--- src/rtl/morph_pkg.sv ---
// rtl/morph_pkg.sv - shared state encoding and default image size for the 3x3 morphology blocks
package morph_pkg;

    localparam int IMG_W_DEFAULT = 28;
    localparam int IMG_H_DEFAULT = 28;

    typedef enum logic [1:0] {
        ST_IDLE  = 2'd0,
        ST_FILL  = 2'd1,
        ST_RUN   = 2'd2,
        ST_FLUSH = 2'd3
    } morph_state_t;

endpackage

--- src/rtl/morph_line_buffer.sv ---
// rtl/morph_line_buffer.sv - one image row of 1-bit pixels as an enabled shift register
module morph_line_buffer
    import morph_pkg::*;
#(
    parameter int DEPTH = IMG_W_DEFAULT
) (
    input  logic clk,
    input  logic reset,
    input  logic i_en,
    input  logic i_din,
    output logic o_dout
);

    logic [DEPTH-1:0] r_shift;

    // Shift in one pixel per enable; the output is the pixel taken DEPTH enables ago.
    always_ff @(posedge clk) begin
        if (reset) begin
            r_shift <= '0;
        end else if (i_en) begin
            r_shift <= {r_shift[DEPTH-2:0], i_din};
        end
    end

    assign o_dout = r_shift[DEPTH-1];

endmodule

--- src/rtl/binary_erode_3x3.sv ---
// rtl/binary_erode_3x3.sv - streaming 3x3 binary erosion, one pixel per clock
module binary_erode_3x3
    import morph_pkg::*;
#(
    parameter int IMG_W = IMG_W_DEFAULT,
    parameter int IMG_H = IMG_H_DEFAULT
) (
    input  logic clk,
    input  logic reset,
    input  logic pixelIn,
    input  logic pixelValid,
    input  logic pixelSof,
    output logic inReady,
    output logic pixelOut,
    output logic outValid,
    output logic outSof,
    output logic outEof
);

    localparam int CW = $clog2(IMG_W);
    localparam int RW = $clog2(IMG_H);
    localparam int FW = $clog2(IMG_W + 1);
    localparam logic [CW-1:0] C_LAST = CW'(IMG_W - 1);
    localparam logic [RW-1:0] R_LAST = RW'(IMG_H - 1);
    localparam logic [FW-1:0] F_LAST = FW'(IMG_W);

    morph_state_t  r_state, w_state_nxt;
    logic [CW-1:0] r_col, w_col_nxt;
    logic [RW-1:0] r_row, w_row_nxt;
    logic [FW-1:0] r_flush, w_flush_nxt;
    logic [1:0]    r_win_top, r_win_mid, r_win_bot;
    logic          r_in_ready, r_pix, r_valid, r_sof, r_eof;
    logic          w_accept, w_top, w_mid, w_and, w_border;
    logic          w_valid_nxt, w_pix_nxt, w_sof_nxt, w_eof_nxt;

    assign w_accept = pixelValid & r_in_ready;

    morph_line_buffer #(.DEPTH(IMG_W)) u_lb_mid (
        .clk    (clk),
        .reset  (reset),
        .i_en   (w_accept),
        .i_din  (pixelIn),
        .o_dout (w_mid)
    );

    morph_line_buffer #(.DEPTH(IMG_W)) u_lb_top (
        .clk    (clk),
        .reset  (reset),
        .i_en   (w_accept),
        .i_din  (w_mid),
        .o_dout (w_top)
    );

    // Window after this pixel: two stored columns plus the incoming column (rows r-2, r-1, r).
    assign w_and = &{r_win_top, r_win_mid, r_win_bot, w_top, w_mid, pixelIn};

    // Centre is (r_row-1, r_col-1); col 0 wraps to the last column of the row above, so
    // c<=1 covers both left and right borders and r_row==1 covers the top row.
    assign w_border = (r_col <= CW'(1)) | (r_row == RW'(1));

    // Next-state, counters and output pixel decode.
    always_comb begin
        w_state_nxt = r_state;
        w_col_nxt   = r_col;
        w_row_nxt   = r_row;
        w_flush_nxt = r_flush;
        w_valid_nxt = 1'b0;
        w_pix_nxt   = 1'b0;
        w_sof_nxt   = 1'b0;
        w_eof_nxt   = 1'b0;
        case (r_state)
            ST_IDLE, ST_FILL, ST_RUN: begin
                if (w_accept) begin
                    if (pixelSof) begin
                        // Start (or restart) a frame: this pixel is k=0.
                        w_state_nxt = ST_FILL;
                        w_col_nxt   = CW'(1);
                        w_row_nxt   = '0;
                    end else if (r_state != ST_IDLE) begin
                        if (r_col == C_LAST) begin
                            w_col_nxt = '0;
                            w_row_nxt = r_row + 1'b1;
                        end else begin
                            w_col_nxt = r_col + 1'b1;
                        end
                        if (r_state == ST_FILL) begin
                            if ((r_row == RW'(1)) && (r_col == '0)) begin
                                w_state_nxt = ST_RUN;
                            end
                        end else begin
                            w_valid_nxt = 1'b1;
                            w_pix_nxt   = w_and & ~w_border;
                            w_sof_nxt   = (r_row == RW'(1)) && (r_col == CW'(1));
                            if ((r_row == R_LAST) && (r_col == C_LAST)) begin
                                w_state_nxt = ST_FLUSH;
                                w_flush_nxt = '0;
                            end
                        end
                    end
                end
            end
            ST_FLUSH: begin
                // Remaining centres lie on the bottom row or its left neighbour: all zero.
                w_valid_nxt = 1'b1;
                if (r_flush == F_LAST) begin
                    w_eof_nxt   = 1'b1;
                    w_state_nxt = ST_IDLE;
                    w_col_nxt   = '0;
                    w_row_nxt   = '0;
                end else begin
                    w_flush_nxt = r_flush + 1'b1;
                end
            end
            default: w_state_nxt = ST_IDLE;
        endcase
    end

    // State, counters and registered outputs; inReady is a decode of the next state.
    always_ff @(posedge clk) begin
        if (reset) begin
            r_state    <= ST_IDLE;
            r_col      <= '0;
            r_row      <= '0;
            r_flush    <= '0;
            r_in_ready <= 1'b1;
            r_valid    <= 1'b0;
            r_pix      <= 1'b0;
            r_sof      <= 1'b0;
            r_eof      <= 1'b0;
        end else begin
            r_state    <= w_state_nxt;
            r_col      <= w_col_nxt;
            r_row      <= w_row_nxt;
            r_flush    <= w_flush_nxt;
            r_in_ready <= (w_state_nxt != ST_FLUSH);
            r_valid    <= w_valid_nxt;
            r_pix      <= w_pix_nxt;
            r_sof      <= w_sof_nxt;
            r_eof      <= w_eof_nxt;
        end
    end

    // Keep the two previous columns of the 3-row window, advancing only on accepted pixels.
    always_ff @(posedge clk) begin
        if (reset) begin
            r_win_top <= '0;
            r_win_mid <= '0;
            r_win_bot <= '0;
        end else if (w_accept) begin
            r_win_top <= {r_win_top[0], w_top};
            r_win_mid <= {r_win_mid[0], w_mid};
            r_win_bot <= {r_win_bot[0], pixelIn};
        end
    end

    assign inReady  = r_in_ready;
    assign pixelOut = r_pix;
    assign outValid = r_valid;
    assign outSof   = r_sof;
    assign outEof   = r_eof;

endmodule

--- config.mk ---
export PLATFORM = sky130hd
export DESIGN_NAME = binary_erode_3x3
export DESIGN_NICKNAME = d
export VERILOG_FILES = /design/src/rtl/morph_pkg.sv /design/src/rtl/morph_line_buffer.sv /design/src/rtl/binary_erode_3x3.sv
export SDC_FILE = /design/constraint.sdc
export NUM_CORES = 1
export LEC_CHECK = 0
export CAP_MARGIN = 15
export CORE_UTILIZATION = 55
export CTS_CLUSTER_SIZE = 25
export DETAILED_ROUTE_END_ITERATION = 8
export PLACE_DENSITY = 0.74
export SLEW_MARGIN = 25
export SYNTH_ARGS = -nofsm -noshare
export SYNTH_HDL_FRONTEND = slang
export SYNTH_SLANG_ARGS = --single-unit
--- constraint.sdc ---
create_clock -name clk -period 2.7 [get_ports clk]
set_clock_uncertainty 0.1 [all_clocks]
set_input_delay 0.27 -clock clk [delete_from_list [all_inputs] [get_ports clk]]
set_output_delay 0.27 -clock clk [all_outputs]
set_load 0.01 [all_outputs]
==> results.md, run 1 <==
- The flow ran to the end, and the final reports show no timing, DRC or antenna violations.
- Setup repair after global routing left no endpoint under its margin.
- In the final design database the tool counted 413 nets.
- The count of pins over their slew limit is 0.
- Counting flops with an async set or reset pin after synthesis yields a share of 0.
- The net count after synthesis is around 410.
- Clock-pin slew was measured on the worst setup and hold paths at 0.08 ns.
- The number of flip-flops and latches in the synthesized netlist is 80.
- The via count of the first global-routing pass was 2333.
- After clock tree synthesis, the setup repair step added 0 buffers.
- The maximum fanout encountered on the critical timing path is 8.
- The post-route fraction of the period consumed by the critical path is 0.796.
- Of the total power, the share spent switching nets is 0.251.
- The area enclosed by the die boundary is between 0.006 and 0.007 sq mm.
- The core region is 0.00564 sq mm.
- The worst stage delay on the critical path is 0.50 ns.
- In the post-synthesis netlist, the biggest area contributors are sky130_fd_sc_hd__dfxtp_1, sky130_fd_sc_hd__nand2_1, sky130_fd_sc_hd__a21oi_1.
- In this run the cell area measured after placement is 0.00336 sq mm.
- The footprint of the multi-input gates is ~0.0015 sq mm.
- The final worst setup slack is between 0.5 and 0.6 ns.
- TritonCTS built the clock tree.
- The HPWL reported at the end of detailed placement is roughly 3700 microns.
- Setup violations remaining at the end of the flow were counted as 0.
- Measured along the x axis, the die boundary spans ~80 microns.
- In the routed layout, each cell is associated on average with a via count of about 5.6.
- The H-tree was split into 3 levels.
- Summed over all nets, the switching power comes to around 0.00053 W.
- For this design, the CTS-stage hold fixing added 0 buffers.
- The max-capacitance violation count is 0.
- The worst setup path is captured at a register.
- The clock period could shrink to about 2.2 ns.
- The clock tree root buffer cell is sky130_fd_sc_hd__clkbuf_8.
- The arrival time of the worst setup path is ~2.3 ns.
- Across the VDD grid, the largest voltage drop is 0.000335 V.
- The initial antenna violation count came to 0.
- The share of total power dissipated in sequential elements is 0.565.
- The remaining design rule violation count is 0.
- The actual slew at the worst max-slew pin is 0.653 ns.
- During I/O placement, the number of pins put on the boundary was 10.
- The power share of the clock group is 0.386.
- The all-layer global routing usage is 0.214.
- The wire length of the first global-routing pass is ~10000 microns.
- Among all flip-flop cells after synthesis, the most frequent one is sky130_fd_sc_hd__dfxtp_1.
- 0 antenna diodes ended up in the layout.
- The congestion estimate from routability-driven global placement came to 0.823.
- Post-CTS repair changed the size of 0 cells.
- For this design the ratio of total power to cell area is between 500 and 600 mW/mm^2.
- Dividing the detail-routed wire length by the instance count gives roughly 12 microns.
- The fraction of the yosys area taken by sequential cells is 0.489.
- The pin count of the biggest net entering global routing is between 60 and 70.
- Yosys mapped a number of flops with a built-in enable equal to 0.
- At the worst endpoint, the required time is ~2.9 ns.
- The count of yosys warnings during synthesis is 0.
- Summed over all failing endpoints, the final setup total negative slack is 0 ns.
- Buffers inserted during clock tree synthesis total 9.
- The netlist uses 52 different library cells.
- For this block, the routed nets add up to ~5900 microns of wire.
- Timing analysis after detailed placement gives a worst setup slack of roughly 0.43 ns.
- The signal on the critical path passes through ha_1, and4b_1, nand4_1, a2111o_1, nand2_1.
- The share of total power dissipated in combinational logic is 0.049.
- The critical path is of the register to register type.
- The number of detailed-route iterations in the first pass is 4.
- For this design the static power due to leakage is about 1.2 nW.
- The mapped netlist covers between 0.003 and 0.004 sq mm.
- Row generation in the floorplan step produced 27 rows.
- The vertical die dimension is a little under 80 microns.
- The type of the most critical hold path is primary input to register.
- The starting density of the core is 0.581.
- The slowest stage of the critical path is the sky130_fd_sc_hd__a2111o_1 cell.
- The fraction of post-synthesis cell area in the top cell type by area is 0.489.
- With fillers left out, the area of the finished cells amounts to roughly 0.0036 sq mm.
- The largest total area in the synthesized netlist belongs to sky130_fd_sc_hd__dfxtp_1.
- The count of input and output buffers is 9.
- The worst pin sits at a relative slew slack of 0.565.
- The startpoint type of the worst setup path is a register.
- The final-report hold violation count was 0.
- Of the cells placed in the final design, the portion with a size suffix greater than 1 is 0.0739.
- In this run the remaining antenna-violating nets after routing total 0.
- The longest clock path from root to sink contains 2 buffers.
- The maximum operating frequency is 465 MHz.
- For this run the aggregate overflow at the end of global routing stands at 0.
- The number of instances in the synthesized netlist is between 400 and 500.
- Fill cells in the final layout number 489.
- Across the whole layout, storage elements account for 0.00160 sq mm.
- The DRC violation total after the first TritonRoute iteration is around 200.
- The internal cell power is 0.00158 W.
- For this block, the via count after detailed routing is 2688.
- In the layout the commonest cells are sky130_fd_sc_hd__nand2_1, sky130_fd_sc_hd__dfxtp_1, sky130_fd_sc_hd__a21oi_1.
- The library cell used most frequently in the layout, excluding fill and tap cells, is sky130_fd_sc_hd__nand2_1.
- The average cell area after synthesis is 8.17 sq um.
- Power comes to between 0.002 and 0.0025 W.
- For the worst-skew pair, the clock arrives at the later sink with an insertion delay of between 0.3 and 0.4 ns.
- The clock drives 80 sinks.
- Relative to the synthesized area, the layout overhead comes to 8.32%.
[cell usage after synthesis (all sizes together) (2+ instances only)]
cell and count:
o32ai 3, a221oi 2, and3 2, o31ai 2
nand3 8, and4 3, nor3 3, a21oi 70
and4b 3, or4 2, nor2 8, or3 2
clkbuf 14, nor2b 2, a31oi 4, nand4 7
and2 2, inv 13, nand2 127, buf 10
o211ai 3, a21o 2, ha 7, a2111o 3
o21ai 3, dfxtp 80, o2111ai 3
[flip-flops by register name (all words and copies together), names as in the netlist]
register          flops
r_row                 5
outSof                1
outValid              1
r_col                 5
r_flush               5
r_win_top             2
outEof                1
inReady               1
u_lb_top.r_shift     28
r_state               2
u_lb_mid.r_shift     28
pixelOut              1
[worst paths after layout]
path	startpoint	end	slack [ns]	cells after the start
worst max-delay path	r_col[0]	r_flush[4]	0.55	5
worst min-delay path	reset	r_col[0]	0.11	2
worst max register to register	r_col[0]	r_flush[4]	0.55	5
worst min register to register	u_lb_top.r_shift[8]	u_lb_top.r_shift[9]	0.35	2
[layout make-up]
class / instances / area share
clock buffers: 10 / 0.0388
well taps: 72 / 0.0254
repair buffers: 13 / 0.0324
inverters: 13 / 0.0137
clock inverters: 6 / 0.0137
multi-input cells: 284 / 0.425
flip-flops and latches: 80 / 0.451
[stage by stage]
step | std cells | hold slack [ns] | util
final | 478 | 0.107 | 0.629
after global routing | 478 | 0.108 | 0.629
after CTS | 478 | 0.0977 | 0.629
after detailed placement | 462 | 0.343 | 0.596
after global placement | 462 | 0.337 | 0.596
after floorplan | 401 | 0.306 | -
[power by group through the flow]
stage               registers (W)  logic [W]  clock network (W)
global route              0.00120   0.000118           0.000891
CTS                       0.00119   0.000105           0.000841
detailed placement        0.00122   0.000104                  0
finish                    0.00119   0.000104           0.000817
floorplan                 0.00122  0.0000862                  0
global placement          0.00122   0.000103                  0
[kinds of logic after synthesis]
| group | synth area share |
|---|---|
| buffers and inverters | 0.0523 |
| muxes | 0.00305 |
| adders and majority gates | 0.0267 |
| DFF | 0.489 |
| AOI/OAI and AO/OA | 0.189 |
| and+or+nand+nor | 0.240 |
[critical path: cells and delay by family (launching register included)]
kind | cells | cell delay (ns)
AO/OA/AOI/OAI | 1 | 0.50
adder cells (fa/ha/maj) | 1 | 0.27
flip-flops | 1 | 0.46
AND/OR/NAND/NOR | 3 | 0.77
[layer usage]
layer  track usage  wire length [microns]  up-vias
met1         0.300                   3020     1266
li1              -                      -     1380
met4         0.107                    110        0
met3        0.0414                    151        8
met5             0                      0        -
met2         0.313                   2650       34
Power figures use the tool's default switching activity.
==> run 2: changes to the inputs <==
- clock period: 2.7 -> 2.2 ns (I/O delays scaled with it)
==> run 2 against run 1 <==
Net effect:
- critical path depth unchanged
- hold slack worse by 0.043 ns
- clock-buffer cell count stayed put
- wire length increased by 1.7%
- combinational power increased by 33%
- sequential share of layout area fell by 0.53 points
- clock power rose by 24%
- utilization is 0.75 points higher
- cell count up 0.84%
- maximum frequency rose by 6.5%
- critical path type unchanged
- highest routed layer unchanged
==> results.md, run 2 (synthesis results as in run 1) <==
- The flow ran to the end, and the final reports show no timing, DRC or antenna violations.
- The placeable core region came to 0.00564 sq mm (unchanged).
- The max-capacitance violation count is 0 (unchanged).
- The routed length on met3 came to 203 microns (+34%).
- The number of placed I/O pins is 10 (unchanged).
- The post-route standard cell area excluding fillers is 0.00359 sq mm (+1.2%).
- The initial antenna violation count came to 0 (unchanged).
- The headroom to the max-slew limit is 0.630 (+0.0656).
- The post-route minimum period is 2.02 ns (-0.131 ns).
- Traced cell by cell, the critical path runs through ha_1, and4b_1, a31oi_1, or3_1, a311o_1.
- The final-report setup violation count is 0 (unchanged).
- The post-CTS clock slew at the launch and capture registers of the worst setup and hold paths is 0.08 ns (about the same).
- The total number of clock tree sinks came to 80 (unchanged).
- The total congestion overflow after global routing was 0 (unchanged).
- STA classifies the critical path endpoint as a register.
- The residual antenna-violating net count after detailed routing came to 0 (unchanged).
- The count of buffers added by post-CTS timing repair for setup is 0 (unchanged).
- The count of pins over their slew limit is 0 (unchanged).
- The count of input and output buffers is 9 (unchanged).
- The starting density of the core is 0.581 (unchanged).
- The share of post-route cells with drive strength above 1 was 0.0829 (+0.00904).
- The net count reported at finish is 417 (+0.97%).
- TritonCTS built the clock tree.
- The vertical die dimension is 79.2 microns (unchanged).
- The number of cells on the worst hold path was 2 (unchanged).
- The total CTS buffers was 9 (unchanged).
- The chip width is 79.2 microns (unchanged).
- The depth of the worst register-to-register path is 5 (unchanged).
- The static leakage is 1.21 nW (+2.0%).
- The top cell types in the final layout, fill and taps aside, are sky130_fd_sc_hd__nand2_1, sky130_fd_sc_hd__dfxtp_1, sky130_fd_sc_hd__a21oi_1.
- The number of hold-repair buffers added at the cts stage is 0 (unchanged).
- The path length in cells of the critical path is 5 (unchanged).
- For this design, the slowest cell found on the critical path is sky130_fd_sc_hd__dfxtp_1.
- The worst setup path is launched from a register.
- The combinational cell fraction of total power was 0.053 (+0.004).
- The remaining design rule violation count is 0 (unchanged).
- The number of vias per cell was 5.59 (-0.53%).
- The arrival time of the worst setup path is 2.17 ns (-0.17 ns).
- The number of fill cells is 489 (unchanged).
- Routed signal wires occupy layers up through met4.
- The total number of placement rows is 27 (unchanged).
- The number of gates given a new drive strength after cts is 0 (unchanged).
- The wire length of the first global-routing pass is 10300 microns (-1.3%).
- The number of detailed-route iterations in the first pass is 4 (unchanged).
- The pin count of the biggest net entering global routing came to 69 (unchanged).
- The post-route fraction of the period consumed by the critical path is 0.918 (+0.122).
- The maximum operating frequency is 495 MHz (+6.5%).
- The data required time at the worst endpoint is 2.35 ns (-0.54 ns).
- Setup repair after global routing left no endpoint under its margin.
- The area enclosed by the die boundary is 0.00627 sq mm (unchanged).
- The sequential cell fraction of total power is 0.561 (-0.004).
- The switching component of the power is 0.000662 W (+24%).
- The all-layer global routing usage is 0.211 (-0.00298).
- The clock latency reported for the late side of the worst-skew pair is 0.35 ns (about the same).
- The via count is 2696 (+0.30%).
- The routed metal-1 wirelength is 3020 microns (+0.23%).
- The cell family with the largest share of critical-path delay is simple AND/OR/NAND/NOR gates.
- The switching power share of the total came to 0.253 (+0.00192).
- The number of buffer and inverter stages on the critical path is 0 (unchanged).
- The power share of the clock group came to 0.387 (about the same).
- The routed length on met2 is 2690 microns (+1.5%).
- The number of inserted diodes is 0 (unchanged).
- The worst vdd rail ir drop was 0.000413 V (+23%).
- The root buffer cell chosen for the clock tree is sky130_fd_sc_hd__clkbuf_8.
- The final-report hold violation count was 0 (unchanged).
- The power per cell area is 727 mW/mm^2 (+22%).
- The detailed-route wire length per cell was 12.5 microns (+0.83%).
- In the final layout, the registers with the most flip-flops are u_lb_mid.r_shift x28, u_lb_top.r_shift x28.
- The maximum fanout encountered on the critical timing path is 5 (-3).
- The type of the most critical hold path is primary input to register.
- The worst stage delay on the critical path is 0.41 ns (-0.09 ns).
- The actual slew at the worst max-slew pin came to 0.554 ns (-0.0984 ns).
- The critical path is of the register to register type.
- The setup TNS was 0 ns (unchanged).
- The maximum clock insertion buffer count is 2 (unchanged).
- The final estimated routing congestion in global placement came to 0.837 (+1.7%).
- The pre-CTS setup slack is 0.130 ns (-0.302 ns).
- The HPWL reported at the end of detailed placement is 3760 microns (+0.91%).
- The via count of the first global-routing pass came to 2342 (+0.39%).
- The number of levels the H-tree was split into is 3 (unchanged).
- The most common cell after layout, fill and taps aside is sky130_fd_sc_hd__nand2_1.
- The DRC violation total after the first TritonRoute iteration is 178 (-14%).
- The internal cell power was 0.00195 W (+23%).
- From synthesis to final layout, the design area changed by 9.62%.
- The placed instance area is 0.00341 sq mm (+1.3%).
- The total length of routed wires is 6030 microns (+1.7%).
- The final worst setup slack is 0.180 ns (-0.369 ns).
## run 2: cell types whose count changed in the layout (fill, tap and decap cells not counted), sizes merged
cell / change
buf: +4
## run 2: cell type report
cell class	instances	area, sq um	area share
flip-flops and latches	80	1600	0.446
multi-input cells	284	1510	0.420
repair buffers	17	158	0.0439
clock buffers	10	138	0.0383
well taps	72	90.1	0.0251
clock inverters	6	48.8	0.0136
inverters	13	48.8	0.0136
## run 2: per-layer routing
metal,track usage,vias up
met5,0,-
met4,0.109,0
met3,0.0506,13
met2,0.324,48
met1,0.275,1253
li1,-,1382
## run 2: power groups by stage
stage	registers [W]	logic (W)	clock network (W)
floorplan	0.00149	0.000106	0
global placement	0.00150	0.000138	0
detailed placement	0.00150	0.000138	0
CTS	0.00146	0.000138	0.00104
global route	0.00147	0.000154	0.00108
finish	0.00146	0.000138	0.00101
## run 2: metrics by stage
step	util	hold slack (ns)	total power, W	instances
after CTS	0.637	0.0601	0.00264	482
after global placement	0.604	0.337	0.00163	466
after detailed placement	0.604	0.343	0.00164	466
final	0.637	0.0636	0.00261	482
after global routing	0.637	0.0846	0.00270	482
after floorplan	-	0.256	0.00160	401
## run 2: worst paths after layout
| path | startpoint | to | slack, ns |
|---|---|---|---|
| worst max-delay path | r_col[1] | inReady | 0.18 |
| worst min-delay path | reset | r_flush[1] | 0.06 |
| worst max register to register | r_col[1] | inReady | 0.18 |
| worst min register to register | u_lb_top.r_shift[4] | u_lb_top.r_shift[5] | 0.35 |
